File: src/rtl/range_stats_pkg.sv
// Shared types and constants for the range statistics block.
package range_stats_pkg;

    // Control states of the run tracker.
    typedef enum logic [1:0] {
        IDLE  = 2'd0,
        ACCUM = 2'd1,
        DONE  = 2'd2,
        ERROR = 2'd3
    } state_t;

    // Result select codes.
    localparam logic [1:0] SEL_RANGE = 2'd0;
    localparam logic [1:0] SEL_MAX   = 2'd1;
    localparam logic [1:0] SEL_MIN   = 2'd2;
    localparam logic [1:0] SEL_COUNT = 2'd3;

endpackage

File: src/rtl/range_stats_extrema.sv
// Running minimum/maximum tracker. The next-state values are exported so
// the caller can latch results that already include the current sample.
module range_stats_extrema #(
    parameter int WIDTH = 8
) (
    input  logic             clk,
    input  logic             rst_n,
    input  logic [WIDTH-1:0] data_in,
    input  logic             load,
    input  logic             fold,
    output logic [WIDTH-1:0] min_next,
    output logic [WIDTH-1:0] max_next
);

    logic [WIDTH-1:0] min_reg;
    logic [WIDTH-1:0] max_reg;

    // Load seeds both extremes with the first sample; fold widens them (unsigned compare).
    always_comb begin
        min_next = min_reg;
        max_next = max_reg;
        if (load) begin
            min_next = data_in;
            max_next = data_in;
        end else if (fold) begin
            if (data_in < min_reg) min_next = data_in;
            if (data_in > max_reg) max_next = data_in;
        end
    end

    // Extreme registers, cleared by reset.
    always_ff @(posedge clk) begin
        if (!rst_n) begin
            min_reg <= '0;
            max_reg <= '0;
        end else begin
            min_reg <= min_next;
            max_reg <= max_next;
        end
    end

endmodule

File: src/rtl/range_stats_finder.sv
// Go/finish-delimited sample run tracker: min, max, count, range with
// overflow detection and a selectable latched result.
module range_stats_finder
    import range_stats_pkg::*;
#(
    parameter int WIDTH     = 8,
    parameter int CNT_WIDTH = 8
) (
    input  logic             clk,
    input  logic             rst_n,
    input  logic [WIDTH-1:0] data_in,
    input  logic             go,
    input  logic             sample_en,
    input  logic             finish,
    input  logic [1:0]       sel,
    output logic [WIDTH-1:0] result,
    output logic             result_valid,
    output logic             busy,
    output logic             error
);

    state_t                 state_reg;
    state_t                 state_next;
    logic [CNT_WIDTH-1:0]   count_reg;
    logic [CNT_WIDTH-1:0]   count_next;
    logic [CNT_WIDTH-1:0]   count_inc;
    logic [WIDTH+CNT_WIDTH-1:0] count_ext;

    logic [WIDTH-1:0] min_next;
    logic [WIDTH-1:0] max_next;
    logic [WIDTH-1:0] range_lat_reg;
    logic [WIDTH-1:0] max_lat_reg;
    logic [WIDTH-1:0] min_lat_reg;
    logic [WIDTH-1:0] count_lat_reg;

    logic start;
    logic sample_take;
    logic count_full;
    logic fold;
    logic latch;

    // A restart is possible from IDLE or ERROR; a sample in ACCUM is any
    // qualified or finishing cycle not cancelled by a stray go.
    assign start       = ((state_reg == IDLE) || (state_reg == ERROR)) && go && !finish;
    assign sample_take = (state_reg == ACCUM) && !go && (finish || sample_en);
    assign count_full  = (count_reg == {CNT_WIDTH{1'b1}});
    assign fold        = sample_take && !count_full;
    assign latch       = fold && finish;
    assign count_inc   = count_reg + 1'b1;
    // Widen then slice: zero-extends or truncates count to the result width.
    assign count_ext   = {{WIDTH{1'b0}}, count_inc};

    range_stats_extrema #(.WIDTH(WIDTH)) u_extrema (
        .clk      (clk),
        .rst_n    (rst_n),
        .data_in  (data_in),
        .load     (start),
        .fold     (fold),
        .min_next (min_next),
        .max_next (max_next)
    );

    // Next-state and sample counter decode.
    always_comb begin
        state_next = state_reg;
        count_next = count_reg;
        unique case (state_reg)
            IDLE: begin
                if (finish) begin
                    state_next = ERROR;
                end else if (go) begin
                    state_next = ACCUM;
                    count_next = {{(CNT_WIDTH-1){1'b0}}, 1'b1};
                end
            end
            ACCUM: begin
                if (go) begin
                    state_next = ERROR;
                end else if (finish || sample_en) begin
                    if (count_full) begin
                        state_next = ERROR;
                    end else begin
                        count_next = count_inc;
                        if (finish) state_next = DONE;
                    end
                end
            end
            DONE: begin
                state_next = IDLE;
            end
            ERROR: begin
                if (go && !finish) begin
                    state_next = ACCUM;
                    count_next = {{(CNT_WIDTH-1){1'b0}}, 1'b1};
                end
            end
            default: state_next = IDLE;
        endcase
    end

    // State, counter and result latches; results only change on a clean finish.
    always_ff @(posedge clk) begin
        if (!rst_n) begin
            state_reg     <= IDLE;
            count_reg     <= '0;
            range_lat_reg <= '0;
            max_lat_reg   <= '0;
            min_lat_reg   <= '0;
            count_lat_reg <= '0;
        end else begin
            state_reg <= state_next;
            count_reg <= count_next;
            if (latch) begin
                range_lat_reg <= max_next - min_next;
                max_lat_reg   <= max_next;
                min_lat_reg   <= min_next;
                count_lat_reg <= count_ext[WIDTH-1:0];
            end
        end
    end

    // Result select mux; sel changes show up in the same cycle.
    always_comb begin
        result = '0;
        unique case (sel)
            SEL_RANGE: result = range_lat_reg;
            SEL_MAX:   result = max_lat_reg;
            SEL_MIN:   result = min_lat_reg;
            SEL_COUNT: result = count_lat_reg;
            default:   result = '0;
        endcase
    end

    assign result_valid = (state_reg == DONE);
    assign busy         = (state_reg == ACCUM);
    assign error        = (state_reg == ERROR);

endmodule
File: config.mk
export PLATFORM = sky130hd
export DESIGN_NAME = range_stats_finder
export DESIGN_NICKNAME = d
export VERILOG_FILES = /design/src/rtl/range_stats_pkg.sv /design/src/rtl/range_stats_extrema.sv /design/src/rtl/range_stats_finder.sv
export SDC_FILE = /design/constraint.sdc
export NUM_CORES = 1
export LEC_CHECK = 0
export CAP_MARGIN = 20
export CORE_MARGIN = 5
export CORE_UTILIZATION = 55
export CTS_CLUSTER_DIAMETER = 120
export DETAILED_ROUTE_END_ITERATION = 7
export DONT_BUFFER_PORTS = 1
export PLACE_DENSITY = 0.7
export RECOVER_POWER = 50
export REMOVE_ABC_BUFFERS = 1
export SYNTH_ARGS = -nofsm -noshare
export SYNTH_HDL_FRONTEND = slang
export SYNTH_SLANG_ARGS = --single-unit
File: constraint.sdc
create_clock -name clk -period 5 [get_ports clk]
set_input_delay 0.5 -clock clk [delete_from_list [all_inputs] [get_ports clk]]
set_output_delay 0.5 -clock clk [all_outputs]
set_load 0.005 [all_outputs]
## Yosys cells after proc, flatten, opt, wreduce, memory -nomap -nowiden

Cells that the tools add are included.

- Register bits after elaboration: 58
- Input bits: 15
- Logic and storage cells: 67

- Magnitude comparators: 2
- $add $sub $neg: 2
- Reduce and logical (&&, ||, !) cells: 17
- Eq/ne operators: 16
- Mux-type cells: 22

Operators by type and width:

| kind | number |
|---|---|
| $mux 8 | 12 |
| $pmux 8 s4 | 1 |
| $pmux 8 s3 | 1 |
| $mux 2 | 7 |
| $add 8x1->8 const B | 1 |
| $eq 2x2->1 const B | 4 |
| $eq 8x8->1 const B | 1 |
| $gt 8x8->1 | 1 |
| $lt 8x8->1 | 1 |
| $ne 2x2->1 const B | 4 |
| $pmux 2 s4 | 1 |
| $sub 8x8->8 | 1 |
| $logic_and 1x1->1 | 7 |
| $reduce_and 7->1 | 1 |
| $eq 2x1->1 const B | 2 |
| $logic_not 2->1 | 2 |
| $ne 2x1->1 const B | 2 |
| $ne 4x3->1 const B | 1 |
| $reduce_and 4->1 | 1 |
| $logic_not 1->1 | 3 |
| $ne 3x2->1 const B | 1 |
| $ne 3x3->1 const B | 1 |
| $reduce_bool 3->1 | 1 |
| $logic_or 1x1->1 | 2 |

## Depth between registers and ports, before layout

- Depth in word-level cells: 7
- Mapped depth: 19
- Mapped depth without buffers: 18

## Hierarchy

A second synthesis with hierarchy kept.

- Cells, all modules: 400
- Area total of the unflattened synthesis: 3603.5 sq um

By module, submodules not included:

| module | area an instance (sq um) | instances | cells each |
|---|---|---|---|
| range_stats_finder | 2387.3 | 1 | 268 |
| range_stats_extrema | 1216.2 | 1 | 132 |

## Worst setup path after synthesis

No wires, ideal clock.

- Path kind: in2reg
- Start point: input port data_in[7]
- End point: register range_lat_reg[6]
- Library setup time: 0.115 ns
- Data required time: 4.885 ns
- Setup slack: 1.387 ns
- Arrival time: 3.498 ns
- Stages on the path: 18
- Cell sequence: ha_1 a41o_1 a21oi_1 o2111ai_1 o22ai_1 buf_2 mux2i_1 inv_1 ha_1 fa_1 nor2b_1 o21ai_0 nand2b_1 a21o_1 a21oi_1 xor2_1 o21ai_0 and2_1

- Word-level cells in the longest chain between the ends: 5
- Elaborated cells between the ends (all ways): 9

RTL lines:

| item | line | RTL |
|---|---|---|
| start, declared | range_stats_finder.sv:11 | `input logic [WIDTH-1:0] data_in,` |
| $lt 8x8->1 | range_stats_extrema.sv:26 | `if (data_in < min_reg) min_next = data_in;` |
| $mux 8 | range_stats_extrema.sv:26 |  |
| $mux 8 | range_stats_extrema.sv:25 | `end else if (fold) begin` |
| $mux 8 | range_stats_extrema.sv:22 | `if (load) begin` |
| named net min_next[0] | range_stats_finder.sv:29 | `logic [WIDTH-1:0] min_next;` |
| $sub 8x8->8 | range_stats_finder.sv:114 | `range_lat_reg <= max_next - min_next;` |
| end signal, assigned | range_stats_finder.sv:114 |  |
| end, declared | range_stats_finder.sv:31 | `logic [WIDTH-1:0] range_lat_reg;` |

The timed path passes the listed nets, and every way through them passes these cells.
A chain may end at the register's enable or synchronous reset.

## Worst setup path after layout

- Start point: register count_reg[0]
- End point: register range_lat_reg[7]

- Word-level cells in the longest chain between the ends: 6
- Elaborated cells between the ends (all ways): 9

RTL lines:

| item | line | RTL |
|---|---|---|
| start, declared | range_stats_finder.sv:24 | `logic [CNT_WIDTH-1:0] count_reg;` |
| start signal, assigned | range_stats_finder.sv:112 | `count_reg <= count_next;` |
| $eq 8x8->1 | range_stats_finder.sv:46 | `assign count_full = (count_reg == {CNT_WIDTH{1'b1}});` |
| $logic_not 1->1 | range_stats_finder.sv:47 | `assign fold = sample_take && !count_full;` |
| $logic_and 1x1->1 | range_stats_finder.sv:47 |  |
| $mux 8 | range_stats_extrema.sv:25 |  |
| $mux 8 | range_stats_extrema.sv:22 |  |
| named net max_next[1] | range_stats_finder.sv:30 | `logic [WIDTH-1:0] max_next;` |
| $sub 8x8->8 | range_stats_finder.sv:114 |  |

The timed path passes the listed nets, and every way through them passes these cells.

==> results.py <==
metrics = {
    "status": {
        "status": "complete, but fails checks",
        "violations": "capacitance limit, slew limit",
    },
    "cts": {
        "cts_resized": 0,
        "clock_tree.root_cell": "clkbuf_8",
        "cts-buffers-inserted": 9,
        "cts_buffer_depth": 2,
        "holdBufCountCts": 0,
        "cts_max_level": 3,
        "cts.clk_slew.worst_paths_ns": 0.06,
        "clock_latency_ns": 0.33,
        "clock_sinks": 58,
        "cts_setup_buffers": 0,
        "cts_tree": "yes",
    },
    "route": {
        "post-route-drc-count": 0,
        "drt_iter0_markers": 113,
        "drtPass1Iterations": 4,
        "maxUsedRoutingLayer": "met4",
        "wl_met1_um": 3233,
        "route.met3.wl_um": 264,
        "wl_met2_um": 3031,
        "ant_nets": 0,
        "wl_per_cell_um": 15.38,
        "wl_um": 6615,
        "avgViaCountPerCell": 5.547,
        "vias": 2385,
    },
    "global_routing": {
        "track_usage": 0.1898,
        "grt_pass1_wl_um": 11350,
        "grt_pass1_vias": 2385,
        "grt-ovfl-total": 0,
        "grt_antenna_before_repair": 0,
        "grt_max_degree": 59,
    },
    "finish": {
        "instances_no_fill": 430,
        "syn_to_final_growth_pct": 5.598,
        "nets": 393,
        "fill_cells": 536,
        "drive_above_1_share": 0.07606,
        "diodes": 0,
    },
    "flow_run": {
        "drv_cap": 1,
    },
    "critical_path": {
        "critPathMaxFanout": 9,
        "cp_top_family": "compound AO/OA/AOI/OAI gates",
        "required_ns": 5.28,
        "cp_cell_sequence": "ha_1 -> and3_1 -> a21oi_1 -> nor3b_1 -> o22ai_4 -> mux2i_1 -> inv_1 -> ha_1 -> nor2b_1 -> o21ai_0 -> a21boi_0 -> o21a_1 -> o41ai_1 -> xnor3_1 -> o21ai_1 -> and2_1",
        "cpPeakStageDelay_ns": 0.47,
        "crit_type": "flop to flop",
        "path_buf_inv": 1,
        "end_kind": "flop",
        "crit_top_cell": "ha_1",
        "critPathArrivalTime_ns": 4.60,
        "cp-start-kind": "flop",
        "cp_slowest_cell": "a21oi_1",
    },
    "timing": {
        "slew_headroom": -0.3349,
        "final.setup.tns_ns": 0,
        "setup_viol": 0,
        "worst_pin_slew_ns": 2.002,
        "fin_skew_ns": 0.006905,
        "fin_crit_ns": 4.323,
        "hold_viol": 0,
        "period_share": 0.8646,
        "rsz0062_at_grt": "no",
        "max_freq_ghz": 0.2313,
        "drv_slew": 51,
    },
    "floorplan": {
        "rows": 28,
        "core_um2": 5886,
        "die_w_um": 87.56,
        "dieArea_um2": 7666,
        "io-pin-count": 26,
        "die_h_um": 87.56,
        "start_util": 0.5621,
    },
    "place": {
        "gp_congestion": 0.8534,
        "portBuffers": 0,
        "dp_hpwl_um": 4885,
        "dp_cells": 414,
    },
    "yosys": {
        "synthFlopType": "dfxtp_1",
        "async_flop_share": 0,
        "synth_area_leader_cell": "dfxtp_1",
        "syn_area_um2": 3308,
        "synth_top_area_frac": 0.3510,
        "syn_inst": 355,
        "seq_area_frac_synth": 0.3510,
        "yosys-top-cells-area": "dfxtp_1 35%, ha_1 10%, o211a_1 7.9%",
        "synth_most_common_cell": "dfxtp_1",
        "ys_ff_latch": 58,
        "synth_top_cells_by_count": "58 x dfxtp_1, 39 x nand2_1, 27 x ha_1, 27 x inv_1, 26 x o211a_1",
        "yosysWarnings": 0,
        "synth_cell_types": 50,
        "synth_edf_count": 0,
        "syn_area_per_cell_um2": 9.319,
    },
    "power": {
        "p_leak_nw": 1.694,
        "power_density_nw_per_um2": 423.1,
        "ir_drop_mv": 0.2596,
        "fin_total_pwr_mw": 1.478,
    },
    "worst_hold_path": {
        "hp-class": "input pin to flop",
    },
}
area by class of cell:
type	instances	area (um2)	area share
Clock buffer	10	127.6	0.03653
Clock inverter	6	57.56	0.01648
Inverter	27	101.3	0.02901
Multi-Input combinational cell	252	1941	0.5555
Sequential cell	58	1161	0.3324
Tap cell	75	93.84	0.02686
Timing Repair Buffer	2	11.26	0.003223
logic make-up after synthesis:
kind of cell	share of synthesized area
XOR/XNOR	0.03328
flip-flops	0.3510
AND/OR/NAND/NOR	0.1815
buffers and inverters	0.05408
multiplexers	0.08169
AO/OA/AOI/OAI	0.1903
adder cells (fa/ha/maj)	0.1082
worst paths after layout:
check                                              startpoint  slack (ns)                            end  depth (start not counted)
worst max-delay path                count_reg[0]$_SDFFE_PN0P_        0.68  range_lat_reg[7]$_SDFFE_PN0P_                         16
worst min-delay path                                    rst_n        0.30  count_lat_reg[0]$_SDFFE_PN0P_                          1
worst max register to register      count_reg[0]$_SDFFE_PN0P_        0.68  range_lat_reg[7]$_SDFFE_PN0P_                         16
worst min register to register  range_lat_reg[3]$_SDFFE_PN0P_        0.47  range_lat_reg[3]$_SDFFE_PN0P_                          2
stage by stage:
step / area, um2 / hold WS [ns] / util / worst slack, ns
finish: 3493 / 0.2972 / 0.5935 / 0.6768
global route: 3493 / 0.2828 / 0.5935 / 0.3810
CTS: 3525 / 0.2852 / 0.5989 / 0.9891
detailed placement: 3339 / 0.4581 / 0.5674 / 0.9139
global placement: 3339 / 0.4491 / 0.5674 / 1.005
floorplan: 3231 / 0.4380 / - / 1.174
cell usage in the layout (no fill, tap or decap), types with 6 or more instances in the layout:
| cell type | instances |
|---|---|
| a21oi_1 | 14 |
| mux4_2 | 8 |
| o211a_1 | 26 |
| dfxtp_1 | 58 |
| nand2_1 | 39 |
| nor2b_1 | 21 |
| xnor2_1 | 6 |
| and2_1 | 7 |
| inv_1 | 27 |
| clkbuf_8 | 9 |
| o21ai_0 | 14 |
| a21boi_0 | 6 |
| nor2_1 | 19 |
| mux2i_1 | 9 |
| ha_1 | 27 |
power by group:
part           internal, mW  switching (mW)
combinational         0.237           0.282
clock                 0.226           0.183
sequential            0.519          0.0308
routing by layer:
| layer | global-route usage | up-vias |
|---|---|---|
| met3 | 0.05080 | 7 |
| li1 | - | 1235 |
| met4 | 0.07531 | 0 |
| met2 | 0.3000 | 34 |
| met1 | 0.2472 | 1109 |
| met5 | 0 | - |
(Power assumes the default switching activity.)
==> RTL edit 1 (same settings) <==
The 4 states of `state_t` get a one-hot encoding in 4 bits.
--- a/src/rtl/range_stats_pkg.sv
+++ b/src/rtl/range_stats_pkg.sv
@@ -2,11 +2,11 @@
 package range_stats_pkg;
 
     // Control states of the run tracker.
-    typedef enum logic [1:0] {
-        IDLE  = 2'd0,
-        ACCUM = 2'd1,
-        DONE  = 2'd2,
-        ERROR = 2'd3
+    typedef enum logic [3:0] {
+        IDLE  = 4'b0001,
+        ACCUM = 4'b0010,
+        DONE  = 4'b0100,
+        ERROR = 4'b1000
     } state_t;
 
     // Result select codes.
Formal check against the unedited RTL: same outputs for any inputs over 4 cycles, from zero or initial values and one cycle with rst_n low; so few cycles prove little.
==> RTL edit 1 against the original RTL <==
The flow still finishes with violations (capacitance limit, slew limit). Setup slack better by 380 ps. Cell area is 3.9% higher. First-iteration DRC count grew 80%. Routed wire length rose by 12%. Maximum frequency grew 9.8%. Sequential cell count grew 2. Sequential share of layout area down 0.15 points. Critical endpoint unchanged. Highest routed layer unchanged. Critical path depth did not move. Count of clock-buffer cells in the layout up 5. Synthesized area up 3.9%.
Power is not compared: it rests on default switching activity, and its combinational part moved more than twofold at a synthesized area within 25%.
==> RTL edit 1: results (changes against the original RTL) <==
cells_and_area:
  drive_above_1_share_pct: 7.89  # +0.29 points
  fill_cells: 527  # -1.7%
  nets: 414  # +5.3%
sta:
  max-slew-margin-rel_pct: -37.7  # -4.2 points
  clock_skew_ps: 8.65  # +1.74 ps
  whs_ps: 285  # -12.3 ps
  fin_crit_sh_pct: 78.8  # -7.7 points
  maxSlewViolCount: 53  # +3.9%
outcome:
  outcome: "complete, but fails checks"
  violations: "capacitance limit, slew limit"
yosys:
  ys_types: 48  # -4.0%
  avgSynthCellArea_um2: 9.00  # -3.4%
  netlist_top_cells_area: "dfxtp_1 (35%), ha_1 (8.4%), mux4_2 (5.2%)"
  synth_xor_area_share_pct: 2.80  # -0.53 points
  synth.mux.area_fraction_pct: 10.7  # +2.5 points
  ys_seq_area_share_pct: 34.9  # -0.16 points
grt:
  grt_max_degree: 61  # +3.4%
  global_route.usage.total_pct: 20.7  # +1.7 points
  met1_usage_pct: 29.0  # +4.3 points
  grt_first_pass_wirelength_mm: 12.6  # +11%
  met3_usage_pct: 4.15  # -0.93 points
  grt_pass1_vias: 2577  # +8.1%
setup_path:
  critPathSlowestCell: "dfxtp_1"
  r2r_setup_slack_ps: 1060  # +380 ps
  critPathArrivalTime_ps: 4190  # -410 ps
  critical_path.max_stage_delay_ps: 390  # -80 ps
placement:
  place_congestion: 0.834  # -2.3%
  place_hpwl_mm: 5.35  # +9.6%
  dpl_worst_slack_ps: 1110  # +193 ps
min_path:
  hold_depth: 1  # unchanged
  hold_end: "count_reg[4]"
detailed_routing:
  drt-met1-wl_mm: 3.51  # +8.4%
  wl_met3_um: 345  # +31%
  avgViaCountPerCell: 5.87  # +5.9%
  drt_iter0_markers: 203  # +80%
job:
  drv_cap: 1  # unchanged
clock_network:
  numCtsBuffers: 9  # unchanged
[RTL edit 1: final cells by class]
class                   count  share of cell area, %
flip-flops and latches     60                   33.1
well taps                  75                   2.59
clock inverters             1                  0.138
multi-input cells         273                   56.0
repair buffers              2                  0.310
inverters                  29                   3.00
clock buffers              15                   4.86
[RTL edit 1: kinds of logic after synthesis]
kind of cell	count (synthesis)
AND/OR/NAND/NOR	121
multiplexers	26
adder cells (fa/ha/maj)	24
AO/OA/AOI/OAI	91
buffers and inverters	49
flip-flops	60
XOR/XNOR	11
[RTL edit 1: per-stage QoR]
stage | cell area [um^2] | power, uW
after global routing | 3630 | 1180
after CTS | 3630 | 1120
final | 3630 | 1110
after global placement | 3450 | 708
after floorplan | 3340 | 672
after detailed placement | 3450 | 713
[RTL edit 1: report_power, final]
| group | switching, uW | total, uW | internal [uW] |
|---|---|---|---|
| clock network | 182 | 402 | 220 |
| logic | 109 | 201 | 92.2 |
| registers | 12.9 | 504 | 492 |
| total | 304 | 1110 | 804 |
==> RTL edit 2 (same flow settings) <==
Without the edit above. The parameter `CNT_WIDTH` goes from 8 to 12.
--- a/src/rtl/range_stats_finder.sv
+++ b/src/rtl/range_stats_finder.sv
@@ -4,7 +4,7 @@
     import range_stats_pkg::*;
 #(
     parameter int WIDTH     = 8,
-    parameter int CNT_WIDTH = 8
+    parameter int CNT_WIDTH = 12
 ) (
     input  logic             clk,
     input  logic             rst_n,
Function: no difference found for any inputs over 4 cycles, from zero or initial values and one cycle with rst_n low; that may be too few to reach the edited logic, so the function may still have changed.
==> RTL edit 2 against the original RTL <==
Sequential cell count increased by 4. Hold slack got worse by 2.3 ps. Cell count increased by 8.1%. Largest power group unchanged. Setup slack got worse by 26 ps. Routed wire length increased by 7.0%. Combinational power increased by 2%. Synthesized cell count increased by 10%. Cell area increased by 6.1%. Critical path depth increased by 3. Power increased by 5.3%. Synthesized area increased by 6.1%. The flow still finishes with violations (capacitance limit, slew limit).
==> RTL edit 2: results (changes against the original RTL) <==
placement:
  place_area_um2: 3530  # +5.7%
  place_hpwl_mm: 5.24  # +7.2%
  place_congestion: 0.781  # -8.5%
setup_path:
  r2r_setup_slack_ps: 650  # -30 ps
  critPathArrivalTime_ps: 4580  # -20 ps
  rr_worst_depth: 19  # +3
  crit_fanout: 15  # +6
sta:
  maxSlewViolCount: 54  # +5.9%
  max-slew-margin-rel_pct: -34.7  # -1.2 points
  clock_skew_ps: 2.70  # -4.20 ps
yosys:
  ys_types: 44  # -12%
  synthAdderAreaFrac_pct: 10.2  # -0.62 points
  synth_top_family_by_area: "simple AND/OR/NAND/NOR gates"
  synth.mux.area_fraction_pct: 7.99  # -0.18 points
  ys_seq_area_share_pct: 35.4  # +0.28 points
  synthTopCellsByCount: "dfxtp_1 (62), nand2_1 (50), inv_1 (30)"
job:
  drv_cap: 1  # unchanged
detailed_routing:
  wl_mm: 7.08  # +7.0%
power:
  peakVddDrop_mv: 0.200  # -23%
  leakagePower_uw: 0.00174  # +2.9%
cells_and_area:
  drive_above_1_share_pct: 7.73  # +0.13 points
  fill_cells: 570  # +6.3%
grt:
  grt_max_degree: 62  # +5.1%
  grt_first_pass_wirelength_mm: 11.9  # +5.0%
min_path:
  hold_end: "max_lat_reg[4]"
outcome:
  outcome: "complete, but fails checks"
  violations: "capacitance limit, slew limit"
[RTL edit 2: changes by cell type in the layout (fill, tap and decap cells not counted), moves of 3 or more]
cell / before / now
nor2b_1: 21 / 25
nor3_1: 4 / 8
dfxtp_1: 58 / 62
and2_1: 7 / 3
xor2_1: 4 / 7
a21oi_1: 14 / 19
nand2_1: 39 / 50
nand3_1: 3 / 11
inv_1: 27 / 30
[RTL edit 2: per-layer routing]
layer | share of wire, % | track usage (%)
met5 | 0 | 0
met4 | 1.2 | 6.45
met3 | 4.8 | 5.51
met2 | 45 | 26.5
met1 | 49 | 25.5
[RTL edit 2: through the flow]
stage	worst slack, ps	power [uW]	hold WS, ps	std cells
6_report	651	1560	295	465
2_1_floorplan	1020	1000	438	370
5_1_grt	235	1680	270	465
3_5_place_dp	711	1120	458	449
3_3_place_gp	834	1100	452	449
4_1_cts	702	1570	276	465
[RTL edit 2: power by group]
part	total [uW]	switching, uW	leakage (uW)	internal [uW]
Combinational	529	301	0.00113	228
Clock	445	190	0.000106	255
Sequential	583	31.9	0.000503	551
[RTL edit 2: cell type report]
type	count	area [um^2]	share of cell area, %
Multi-Input combinational cell	278	2040	55.2
Sequential cell	62	1240	33.5
Clock buffer	12	155	4.19
Inverter	30	113	3.04
Tap cell	77	96.3	2.60
Clock inverter	4	45.0	1.22
Timing Repair Buffer	2	11.3	0.304
[RTL edit 2: cells by family after synthesis]
logic type	count (synthesis)
AO/OA/AOI/OAI	80
XOR/XNOR	14
adder cells (fa/ha/maj)	28
buffers and inverters	51
flip-flops	62
multiplexers	18
AND/OR/NAND/NOR	138
